File: src/rtl/arith_pkg.sv
// Shared arithmetic definitions: default datapath width, operation encoding
// and the slice-width helper used by the pipelined adder/subtractor.
package arith_pkg;

    localparam int DEFAULT_WIDTH = 32;

    localparam logic OP_ADD = 1'b0;
    localparam logic OP_SUB = 1'b1;

    function automatic int slice_width(input int width, input int stages);
        return width / stages;
    endfunction

endpackage

File: src/rtl/add_slice.sv
// Combinational SW-bit adder slice. Besides the carry out it exposes the carry
// into its top bit so the last slice can derive signed overflow.
module add_slice #(
    parameter int SW = 8
) (
    input  logic [SW-1:0] a,
    input  logic [SW-1:0] b,
    input  logic          cin,
    output logic [SW-1:0] s,
    output logic          cout,
    output logic          c_msb_in
);

    logic [SW:0] total;

    assign total = {1'b0, a} + {1'b0, b} + {{SW{1'b0}}, cin};
    assign s     = total[SW-1:0];
    assign cout  = total[SW];

    // The sum bit is a^b^carry_in, so the carry into the MSB falls out by XOR.
    assign c_msb_in = a[SW-1] ^ b[SW-1] ^ total[SW-1];

endmodule

File: src/rtl/pipelined_add_sub.sv
// Pipelined two's-complement adder/subtractor: one slice per stage, carries
// registered between stages, global-stall valid/ready handshake.
module pipelined_add_sub
    import arith_pkg::*;
#(
    parameter int WIDTH  = DEFAULT_WIDTH,
    parameter int STAGES = 4
) (
    input  logic             clk,
    input  logic             rst,
    input  logic             in_valid,
    output logic             in_ready,
    input  logic [WIDTH-1:0] a,
    input  logic [WIDTH-1:0] b,
    input  logic             cin,
    input  logic             sub,
    output logic             out_valid,
    input  logic             out_ready,
    output logic [WIDTH-1:0] sum,
    output logic             cout,
    output logic             overflow,
    output logic             zero
);

    localparam int SW = slice_width(WIDTH, STAGES);

    if (WIDTH < 2 || STAGES < 1 || (WIDTH % STAGES) != 0) begin : g_param_check
        $fatal(1, "pipelined_add_sub: WIDTH must be >= 2 and divisible by STAGES");
    end

    logic adv;

    assign adv      = !out_valid || out_ready;
    assign in_ready = adv;

    for (genvar k = 0; k < STAGES; k++) begin : g_stage
        localparam int LO  = k * SW;
        localparam int REM = WIDTH - LO;

        logic [REM-1:0]   a_i;
        logic [REM-1:0]   b_i;
        logic             sub_i;
        logic             c_i;
        logic             v_i;
        logic [SW-1:0]    b_slice;
        logic [SW-1:0]    s;
        logic             co;
        logic             c_msb;
        logic [LO+SW-1:0] r_n;
        logic             v_q;
        logic [LO+SW-1:0] r_q;

        // Stage k consumes the lowest remaining operand slice; the operands
        // still to be added travel upward, already-computed bits travel below.
        if (k == 0) begin : g_first
            assign a_i   = a;
            assign b_i   = b;
            assign sub_i = sub;
            assign c_i   = (sub == OP_SUB) ? 1'b1 : cin;
            assign v_i   = in_valid;
            assign r_n   = s;
        end else begin : g_next
            assign a_i   = g_stage[k-1].g_carry.a_q;
            assign b_i   = g_stage[k-1].g_carry.b_q;
            assign sub_i = g_stage[k-1].g_carry.sub_q;
            assign c_i   = g_stage[k-1].g_carry.c_q;
            assign v_i   = g_stage[k-1].v_q;
            assign r_n   = {s, g_stage[k-1].r_q};
        end

        assign b_slice = b_i[SW-1:0] ^ {SW{sub_i == OP_SUB}};

        add_slice #(
            .SW(SW)
        ) u_slice (
            .a       (a_i[SW-1:0]),
            .b       (b_slice),
            .cin     (c_i),
            .s       (s),
            .cout    (co),
            .c_msb_in(c_msb)
        );

        // Valid bit and accumulated result advance together under the global enable.
        always_ff @(posedge clk or posedge rst) begin
            if (rst) begin
                v_q <= 1'b0;
                r_q <= '0;
            end else if (adv) begin
                v_q <= v_i;
                r_q <= r_n;
            end
        end

        if (k < STAGES - 1) begin : g_carry
            logic [REM-SW-1:0] a_q;
            logic [REM-SW-1:0] b_q;
            logic              sub_q;
            logic              c_q;
            logic              unused_c_msb;

            assign unused_c_msb = c_msb;

            always_ff @(posedge clk or posedge rst) begin
                if (rst) begin
                    a_q   <= '0;
                    b_q   <= '0;
                    sub_q <= 1'b0;
                    c_q   <= 1'b0;
                end else if (adv) begin
                    a_q   <= a_i[REM-1:SW];
                    b_q   <= b_i[REM-1:SW];
                    sub_q <= sub_i;
                    c_q   <= co;
                end
            end
        end else begin : g_flags
            logic cout_q;
            logic ovf_q;
            logic zero_q;

            // Flags come from the top slice and the fully assembled sum.
            always_ff @(posedge clk or posedge rst) begin
                if (rst) begin
                    cout_q <= 1'b0;
                    ovf_q  <= 1'b0;
                    zero_q <= 1'b0;
                end else if (adv) begin
                    cout_q <= co;
                    ovf_q  <= c_msb ^ co;
                    zero_q <= (r_n == '0);
                end
            end
        end
    end

    assign out_valid = g_stage[STAGES-1].v_q;
    assign sum       = g_stage[STAGES-1].r_q;
    assign cout      = g_stage[STAGES-1].g_flags.cout_q;
    assign overflow  = g_stage[STAGES-1].g_flags.ovf_q;
    assign zero      = g_stage[STAGES-1].g_flags.zero_q;

endmodule

File: config.mk
export PLATFORM = sky130hd
export DESIGN_NAME = pipelined_add_sub
export DESIGN_NICKNAME = d
export VERILOG_FILES = /design/src/rtl/arith_pkg.sv /design/src/rtl/add_slice.sv /design/src/rtl/pipelined_add_sub.sv
export SDC_FILE = /design/constraint.sdc
export NUM_CORES = 1
export LEC_CHECK = 0
export CAP_MARGIN = 10
export CELL_PAD_IN_SITES_DETAIL_PLACEMENT = 1
export CELL_PAD_IN_SITES_GLOBAL_PLACEMENT = 2
export CORE_MARGIN = 2
export CORE_UTILIZATION = 37
export DETAILED_ROUTE_END_ITERATION = 10
export MAX_ROUTING_LAYER = met4
export PLACE_DENSITY = 0.94
export SLEW_MARGIN = 0
export SYNTH_ARGS = -nofsm -noshare
export SYNTH_HDL_FRONTEND = slang
export SYNTH_SLANG_ARGS = --single-unit
File: constraint.sdc
create_clock -name clk -period 14.4 [get_ports clk]
set_input_delay 3.6 -clock clk [delete_from_list [all_inputs] [get_ports clk]]
set_output_delay 3.6 -clock clk [all_outputs]
set_load 0.02 [all_outputs]
Word-level counts from Yosys, hierarchy flattened
Index checks and enable logic that the tools add are counted.
W data, S select, Z words.

operators by class
  add/sub/neg operators = 8
  mux-type cells = 1
  bitwise operators = 7
  reduce and logical (&&, ||, !) cells = 3

operator list
  cell                count
  $add A8 B8 Y9       4
  $add A9 B1 Y9       4
  $logic_not A32 Y1   1
  $xor A8 B8 Y8       4
  $xor A1 B1 Y1       3
  $logic_not A1 Y1    1
  $logic_or A1 B1 Y1  1
  $mux W1             1

word-level totals
  flip-flop bits (word level) = 189
  input bits = 70
  output and inout port bits = 37
  logic and storage cells = 42

Longest topological paths before layout
Gate-level depths: netlist (run 1).

  depth in word-level cells = 5
  mapped depth = 11
  gate-level depth less buffers = 10

By module
A second synthesis (run 1) with hierarchy kept.

second synthesis, totals
  cells, all modules = 1016
  area, all modules = 8906.0 um^2

by module, submodules not included
  module                               times used  cells an instance  area each (um^2)  sequential area each (um^2)
  pipelined_add_sub                    1           844                7487.2            4729.5
  add_slice at g_stage[2].u_slice ...  2           43                 364.1             0.0
  add_slice at g_stage[0].u_slice ...  2           43                 345.3             0.0

Worst setup path after synthesis (run 1)
No wires, ideal clock.

  path type = input -> output
  start point = in out_ready
  end point = out in_ready
  arrival = 4.356 ns
  required time = 10.800 ns
  slack = 6.444 ns
  stages = 5
  buffers on the path = 3
  cell sequence = nor2b_1 clkbuf_1 inv_1 clkbuf_1 buf_2

between the ends
  word-level cells in the longest chain between the ends = 1

RTL lines
  what                line                     RTL
  from (decl)         pipelined_add_sub.sv:18  input logic out_ready,
  $logic_or A1 B1 Y1  pipelined_add_sub.sv:33  assign adv = !out_valid || out_ready;
  to (decl)           pipelined_add_sub.sv:12  output logic in_ready,

Every way passes these cells.

Worst setup path in the final report (run 1)
Same ends and word-level chain as after synthesis.

==> flow_metrics.tcl, run 1 <==
set metrics [dict create \
    status "finished, final reports clean" \
    area_delta_synth_final_pct 22.3 \
    via_count 6368 \
    postCtsResizedCells 0 \
    routabilityCongestion 0.769 \
    grt_pass1_vias 6674 \
    ys_warn_count 0 \
    cts_num_sinks 189 \
    cts-buffers-inserted 17 \
    cts_tree "done" \
    cp.arrival_ns 5.42 \
    post-place-ws_ns 5.32 \
    htree_num_levels 4 \
    root_buffer "clkbuf_16" \
    timing_worst_slew_pin_value_ns 1.05 \
    cts_setup_buffers 0 \
    gr-total-overflow 0 \
    final_util 0.463 \
    end_kind "output port" \
    period_minus_slack_ns 9.02 \
    diodes 0 \
    synth_area_um2 8620 \
    skew_ns 0.0121 \
    slew_headroom 0.302 \
    drt-pass1-iter-count 4 \
    via_per_inst 4.60 \
    rows 55 \
    holdCritPathClass "flip-flop to flip-flop" \
    setup_slack_ns 5.38 \
    drive_gt1_frac 0.0410 \
    yosysSeqAreaShare 0.548 \
    cp_max_fo 85 \
    core_area_um2 22800 \
    final_area_um2 10500 \
    postCtsHoldBufs 0 \
    setup_tns_ns 0 \
    cts.clk_slew.worst_paths_ns 0.07 \
    nets 1166 \
    clk_path_buf_depth 2 \
    netlist_top_cells_area "dfrtp_1 55%, nand2_1 21%, xor2_1 4.2%" \
    ios 107 \
    yosysUniqueCellTypes 37 \
    antenna_found_initial 0 \
    syn_inst 978 \
    rsz0062_at_grt "false" \
    die_area_um2 24500 \
    leakage_nw 5.24 \
    track_usage 0.172 \
    clock_latency_ns 0.44 \
    dpl_cell_area_um2 9940 \
    portBuffers 106 \
    avgSynthCellArea_um2 8.82 \
    dp_hpwl_mm 13.1 \
    fin_crit_sh 0.627 \
    wire_per_inst_um 13.8 \
    grt_pass1_wl_mm 32.7 \
    drtIter0Drc 326 \
    power_density_nw_per_um2 244 \
    grt_max_degree 109 \
    start_util 0.379 \
    fmax_mhz 111 \
    ir_worst_vdd_mv 0.0835 \
    startpoint_type "input pin" \
    totalWireLength_mm 19.1 \
    route.detailed.drc 0 \
    hold_violations 0 \
    ys_ff_latch 189 \
    cap_viol_max_count 0 \
    synth_top_area_share 0.548 \
    finalSetupViolCount 0 \
    synth_top_area_cell "dfrtp_1" \
    postSynthNetCount 1084 \
    slew_violations 0 \
    crit_type "input pin to output port" \
    die_h_um 157 \
    antenna_left 0 \
    hold-worst-slack_ns 0.462 \
    dieWidth_um 157 \
    required_ns 10.80 \
]
through the flow:
stage	power, mW	instances
final	2.57	1385
after detailed placement	2.11	1354
after global routing	2.81	1385
after floorplan	1.73	978
after CTS	2.61	1385
after global placement	2.05	1354
layout by cell type, fill, tap and decap left out, types with 3 or more instances in the layout:
cell type / instances
a211oi_1: 4
a21oi_1: 23
a31oi_1: 6
and3_1: 4
buf_4: 4
bufinv_16: 3
clkbuf_16: 17
clkdlybuf4s50_1: 106
clkinvlp_4: 4
dfrtp_1: 189
fa_1: 8
ha_1: 28
inv_1: 22
inv_6: 3
nand2_1: 478
nand2b_1: 7
nand4_1: 3
nor2_1: 31
nor2b_1: 3
nor3_1: 10
nor4_1: 5
o21a_1: 7
o21ai_0: 22
o21ai_1: 6
o31ai_1: 6
xnor2_1: 9
xor2_1: 41
path summary, 6_finish.rpt:
check / cells past startpoint / slack [ns] / from / end
max: 4 / 5.38 / out_ready / in_ready
min: 2 / 0.46 / sum[0]$_DFFE_PP0P_ / sum[0]$_DFFE_PP0P_
max reg2reg: 4 / 11.53 / out_valid$_DFFE_PP0P_ / g_stage[1].r_q[13]$_DFFE_PP0P_
min reg2reg: 2 / 0.46 / sum[0]$_DFFE_PP0P_ / sum[0]$_DFFE_PP0P_
max in group asynchronous: 3 / 9.11 / rst / cout$_DFFE_PP0P_
min in group asynchronous: 2 / 3.66 / rst / g_stage[0].g_carry.a_q[20]$_DFFE_PP0P_
layout make-up:
class	instances	area (um^2)
multi-input cells	717	3620
clock inverters	13	165
inverters	25	106
repair buffers	110	1090
clock buffers	18	439
flip-flops and latches	189	4730
well taps	313	392
fillers	2622	12200
cells by family (layout without fill, tap and decap cells):
group | after synthesis | after routing | synth area share
xor gates and xnor gates | 50 | 50 | 0.0508
DFF | 189 | 189 | 0.548
adders and majority gates | 36 | 36 | 0.0592
and+or+nand+nor | 546 | 546 | 0.247
buffers and inverters | 72 | 166 | 0.0326
AOI/OAI and AO/OA | 84 | 84 | 0.0606
muxes | 1 | 1 | 0.00174
routing by layer:
metal	track usage	up-vias	part of all wire
li1	-	3236	-
met1	0.236	3025	0.51
met2	0.262	89	0.45
met3	0.0263	18	0.025
met4	0.0542	0	0.015
met5	-	-	0
registers in the layout, indices dropped and copies added (netlist names), 3 cells and up:
name / cells
g_stage.g_carry.a_q: 48
g_stage.g_carry.b_q: 48
g_stage.g_carry.c_q: 3
g_stage.g_carry.sub_q: 3
g_stage.r_q: 48
g_stage.v_q: 3
sum: 32
power by group:
part | internal [mW] | leakage, nW | switching [mW]
Sequential | 0.768 | 2.28 | 0.162
Clock | 0.278 | 0.285 | 0.206
Combinational | 0.490 | 2.68 | 0.667
Total | 1.54 | 5.24 | 1.04
synthesized netlist by cell type, drive strengths merged:
cell and number:
a2111o 1, a2111oi 2, a211oi 4, a21o 2, a21oi 23, a31oi 6
and3 4, buf 7, clkbuf 40, dfrtp 189, fa 8, ha 28
inv 25, mux2 1, nand2 478, nand2b 7, nand3 2, nand4 3
nor2 31, nor2b 4, nor3 10, nor4 5, o211a 1, o21a 7
o21ai 28, o21bai 2, o22ai 1, o2bb2ai 1, o31ai 6, or2 1
or3 1, xnor2 9, xor2 41
worst max-delay path, cell delays in order:
cell and delay [ns]:
clkdlybuf4s50_1 0.45, nor2b_4 0.41, inv_6 0.31, clkdlybuf4s50_1 0.65
Power figures use the tool's default switching activity.
==> inputs of run 2 (changes only) <==
- CORE_UTILIZATION: 37 -> 31
- PLACE_DENSITY: 0.94 -> 0.84
- clock period: 14.4 -> 8.1 ns (I/O delays scaled with it)
==> run 2 against run 1 <==
Net effect: non-clock buffer count unchanged; flip-flop and latch count stayed put; critical path type unchanged; setup slack got worse by 3.2 ns; combinational power grew 76%.
==> flow_metrics.tcl, run 2 (synthesis results as in run 1) <==
set metrics [dict create \
    via_count 6357 \
    startpoint_type "input pin" \
    rsz0062_at_grt "false" \
    slew_headroom 0.292 \
    cts.clk_slew.worst_paths_ns 0.07 \
    area_delta_synth_final_pct 22.6 \
    grt_pass1_wl_mm 33.2 \
    route.detailed.drc 0 \
    dp_hpwl_mm 13.0 \
    postCtsHoldBufs 0 \
    wl_met3_um 521 \
    portBuffers 106 \
    crit_chain "clkdlybuf4s50_1 -> nor2b_4 -> inv_6 -> clkdlybuf4s50_1" \
    maxUsedRoutingLayer "met4" \
    drive_gt1_frac 0.0410 \
    cp_slowest_stage_delay_ns 0.74 \
    antenna_found_initial 0 \
    die_h_um 171 \
    slew_violations 0 \
    final_cell_mix "478 x nand2_1, 189 x dfrtp_1, 106 x clkdlybuf4s50_1, 41 x xor2_1, 31 x nor2_1" \
    grt_pass1_vias 6533 \
    hold_violations 0 \
    post-place-ws_ns 2.15 \
    rows 61 \
    power_density_nw_per_um2 424 \
    wl_met2_mm 8.29 \
    cts-buffers-inserted 17 \
    start_util 0.313 \
    worstSetupStartpoint "out_ready" \
    layout_commonest_cell "nand2_1" \
    nets 1166 \
    htree_num_levels 4 \
    drtIter0Drc 411 \
    cp.arrival_ns 3.88 \
    dpl_cell_area_um2 10000 \
    antenna_left 0 \
    drt-pass1-iter-count 4 \
    clock_latency_ns 0.43 \
    die_area_um2 29200 \
    wire_per_inst_um 13.3 \
    cts_setup_buffers 0 \
    hold-worst-slack_ns 0.462 \
    fmax_mhz 169 \
    ios 107 \
    root_buffer "clkbuf_16" \
    period_minus_slack_ns 5.90 \
    crit_path_top_delay_cell "clkdlybuf4s50_1" \
    cp_max_fo 112 \
    postCtsResizedCells 0 \
    final_area_um2 10600 \
    via_per_inst 4.38 \
    status "finished, final reports clean" \
    top_regs "g_stage.g_carry.a_q x48, g_stage.g_carry.b_q x48, g_stage.r_q x48" \
    rr_startpoint "out_valid$_DFFE_PP0P_" \
    core_area_um2 27600 \
    gr-total-overflow 0 \
    cts_num_sinks 189 \
    grt_max_degree 119 \
    cts_tree "done" \
    leakage_nw 5.22 \
    setup_slack_ns 2.20 \
    place_inst 1419 \
    clk_path_buf_depth 2 \
    diodes 0 \
    cpMostUsedCell "clkdlybuf4s50_1" \
    setup_tns_ns 0 \
    min_from "g_stage[2].v_q$_DFFE_PP0P_" \
    routabilityCongestion 0.756 \
    totalWireLength_mm 19.2 \
    dieWidth_um 171 \
    ir_worst_vdd_mv 0.152 \
    end_kind "output port" \
    timing_worst_slew_pin_value_ns 1.06 \
    track_usage 0.145 \
    crit_type "input pin to output port" \
    finalSetupViolCount 0 \
    cap_viol_max_count 0 \
    layoutNonFillerInstCount 1451 \
    holdCritPathClass "flip-flop to flip-flop" \
    wirelength_met1_mm 10.2 \
    fin_crit_sh 0.729 \
    skew_ns 0.00913 \
    required_ns 6.08 \
]
run 2: where the power goes:
part           total, mW  switching [mW]  leakage, nW  internal [mW]
clock network      0.792           0.368        0.262          0.423
registers           1.65           0.283         2.28           1.37
logic               2.04            1.17         2.68          0.868
run 2: metrics by stage:
stage	total power, mW	utilization
final	4.48	0.384
after global routing	4.92	0.384
after CTS	4.56	0.384
after detailed placement	3.75	0.364
after global placement	3.67	0.364
after floorplan	3.08	-
run 2: final cells by class:
| cell class | count | area (um^2) |
|---|---|---|
| Timing Repair Buffer | 110 | 1090 |
| Clock inverter | 14 | 120 |
| Clock buffer | 18 | 429 |
| Sequential cell | 189 | 4730 |
| Fill cell | 3221 | 17000 |
| Inverter | 25 | 106 |
| Tap cell | 378 | 473 |
| Multi-Input combinational cell | 717 | 3620 |
run 2: worst paths after layout:
kind                                                           to  slack (ns)  depth (start not counted)
max                                                      in_ready        2.20                          4
max reg2reg                                      zero$_DFFE_PP0P_        5.27                          8
max in group asynchronous          g_stage[2].r_q[23]$_DFFE_PP0P_        4.38                          3
min                                    g_stage[2].v_q$_DFFE_PP0P_        0.46                          2
min reg2reg                            g_stage[2].v_q$_DFFE_PP0P_        0.46                          2
min in group asynchronous  g_stage[0].g_carry.a_q[21]$_DFFE_PP0P_        2.15                          2
run 2: routing by layer:
metal / up-vias / track usage
met5: - / -
met4: 0 / 0.0435
met3: 17 / 0.0220
met2: 81 / 0.208
met1: 3017 / 0.213
li1: 3242 / -
run 2: worst max-delay path, delay by kind of cell:
family / cells / cell delay, ns
buf+inv: 3 / 1.78
simple gates: 1 / 0.07
==> inputs of run 3 (changes only) <==
- clock period: 8.1 -> 5.1 ns (I/O delays scaled with it)
==> run 3 against run 2 <==
Net effect: flip-flop and latch count unchanged; highest routed layer unchanged; wire length rose by 1.5%; combinational power is 59% higher; non-clock buffer count increased by 1.
==> flow_metrics.tcl, run 3 (synthesis results as in run 1) <==
set metrics [dict create \
    route.detailed.drc 0 \
    dp_hpwl_mm 13.3 \
    crit_type "input pin to output port" \
    portBuffers 106 \
    timing_worst_slew_pin_value_ns 1.10 \
    via_per_inst 4.41 \
    postCtsHoldBufs 0 \
    power_density_nw_per_um2 681 \
    wire_per_inst_um 13.4 \
    cp_max_fo 49 \
    ios 107 \
    top_regs "g_stage.g_carry.a_q x48, g_stage.g_carry.b_q x48, g_stage.r_q x48" \
    ir_worst_vdd_mv 0.225 \
    skew_ns 0.0122 \
    total_power_mw 7.25 \
    die_h_um 171 \
    cts.clk_slew.worst_paths_ns 0.07 \
    postCtsResizedCells 0 \
    finalSetupViolCount 0 \
    cts_setup_buffers 0 \
    cts_tree "done" \
    leakage_nw 5.25 \
    diodes 0 \
    drive_gt1_frac 0.0410 \
    track_usage 0.145 \
    totalWireLength_mm 19.5 \
    routabilityCongestion 0.770 \
    area_delta_synth_final_pct 23.4 \
    drt-pass1-iter-count 5 \
    clock_latency_ns 0.43 \
    start_util 0.313 \
    core_area_um2 27600 \
    nets 1167 \
    cap_viol_max_count 0 \
    grt_max_degree 190 \
    fmax_mhz 245 \
    via_count 6407 \
    end_kind "output port" \
    layout_commonest_cell "nand2_1" \
    dieWidth_um 171 \
    hold-worst-slack_ns 0.460 \
    grt_pass1_wl_mm 33.0 \
    final_cell_mix "478 x nand2_1, 189 x dfrtp_1, 106 x clkdlybuf4s50_1, 41 x xor2_1, 31 x nor2_1" \
    cp.arrival_ns 2.80 \
    die_area_um2 29200 \
    cts_num_sinks 189 \
    htree_num_levels 4 \
    final_util 0.386 \
    final_area_um2 10600 \
    grt_pass1_vias 6620 \
    required_ns 3.83 \
    period_minus_slack_ns 4.08 \
    dpl_cell_area_um2 10000 \
    antenna_left 0 \
    slew_headroom 0.265 \
    setup_tns_ns 0 \
    drtIter0Drc 359 \
    antenna_found_initial 0 \
    startpoint_type "input pin" \
    fin_crit_sh 0.800 \
    root_buffer "clkbuf_16" \
    rows 61 \
    gr-total-overflow 0 \
    slew_violations 0 \
    rsz0062_at_grt "false" \
    status "finished, final reports clean" \
    holdCritPathClass "flip-flop to flip-flop" \
    clk_path_buf_depth 2 \
    hold_violations 0 \
    cts-buffers-inserted 17 \
]
run 3: critical path: stages:
cell,delay [ns]
clkdlybuf4s50_1,0.51
nor2b_4,0.06
inv_6,0.26
clkdlybuf4s50_1,0.69
run 3: stage by stage:
stage | setup WS [ns] | instances
after floorplan | 1.39 | 978
after global placement | 0.966 | 1420
after detailed placement | 0.935 | 1420
after CTS | 1.00 | 1452
after global routing | 0.949 | 1452
final | 1.02 | 1452
run 3: per-layer routing:
| metal | GRT usage | vias up | wire [um] | share of wire |
|---|---|---|---|---|
| li1 | - | 3242 | - | - |
| met1 | 0.203 | 3062 | 10100 | 0.52 |
| met2 | 0.218 | 88 | 8680 | 0.44 |
| met3 | 0.0273 | 15 | 561 | 0.029 |
| met4 | 0.0357 | 0 | 178 | 0.0091 |
| met5 | - | - | 0 | 0 |
run 3: layout make-up:
cell class / instances / area, um^2
sequential: 189 / 4730
tap: 378 / 473
fill: 3196 / 16900
multi-input combinational: 717 / 3620
clock inverter: 12 / 163
clock buffer: 20 / 447
inverter: 25 / 103
timing repair buffer: 111 / 1110
run 3: path summary, 6_finish.rpt:
path / from / end / slack (ns) / cells past startpoint
min reg2reg: g_stage[2].v_q$_DFFE_PP0P_ / g_stage[2].v_q$_DFFE_PP0P_ / 0.46 / 2
max reg2reg: g_stage[2].g_carry.sub_q$_DFFE_PP0P_ / overflow$_DFFE_PP0P_ / 2.35 / 9
min: g_stage[2].v_q$_DFFE_PP0P_ / g_stage[2].v_q$_DFFE_PP0P_ / 0.46 / 2
max in group asynchronous: rst / g_stage[1].r_q[0]$_DFFE_PP0P_ / 2.82 / 3
max: out_ready / in_ready / 1.02 / 4
min in group asynchronous: rst / g_stage[0].g_carry.a_q[22]$_DFFE_PP0P_ / 1.40 / 3
run 3: power breakdown:
group / switching [mW] / internal, mW
clock: 0.585 / 0.791
sequential: 0.456 / 2.17
combinational: 1.87 / 1.38
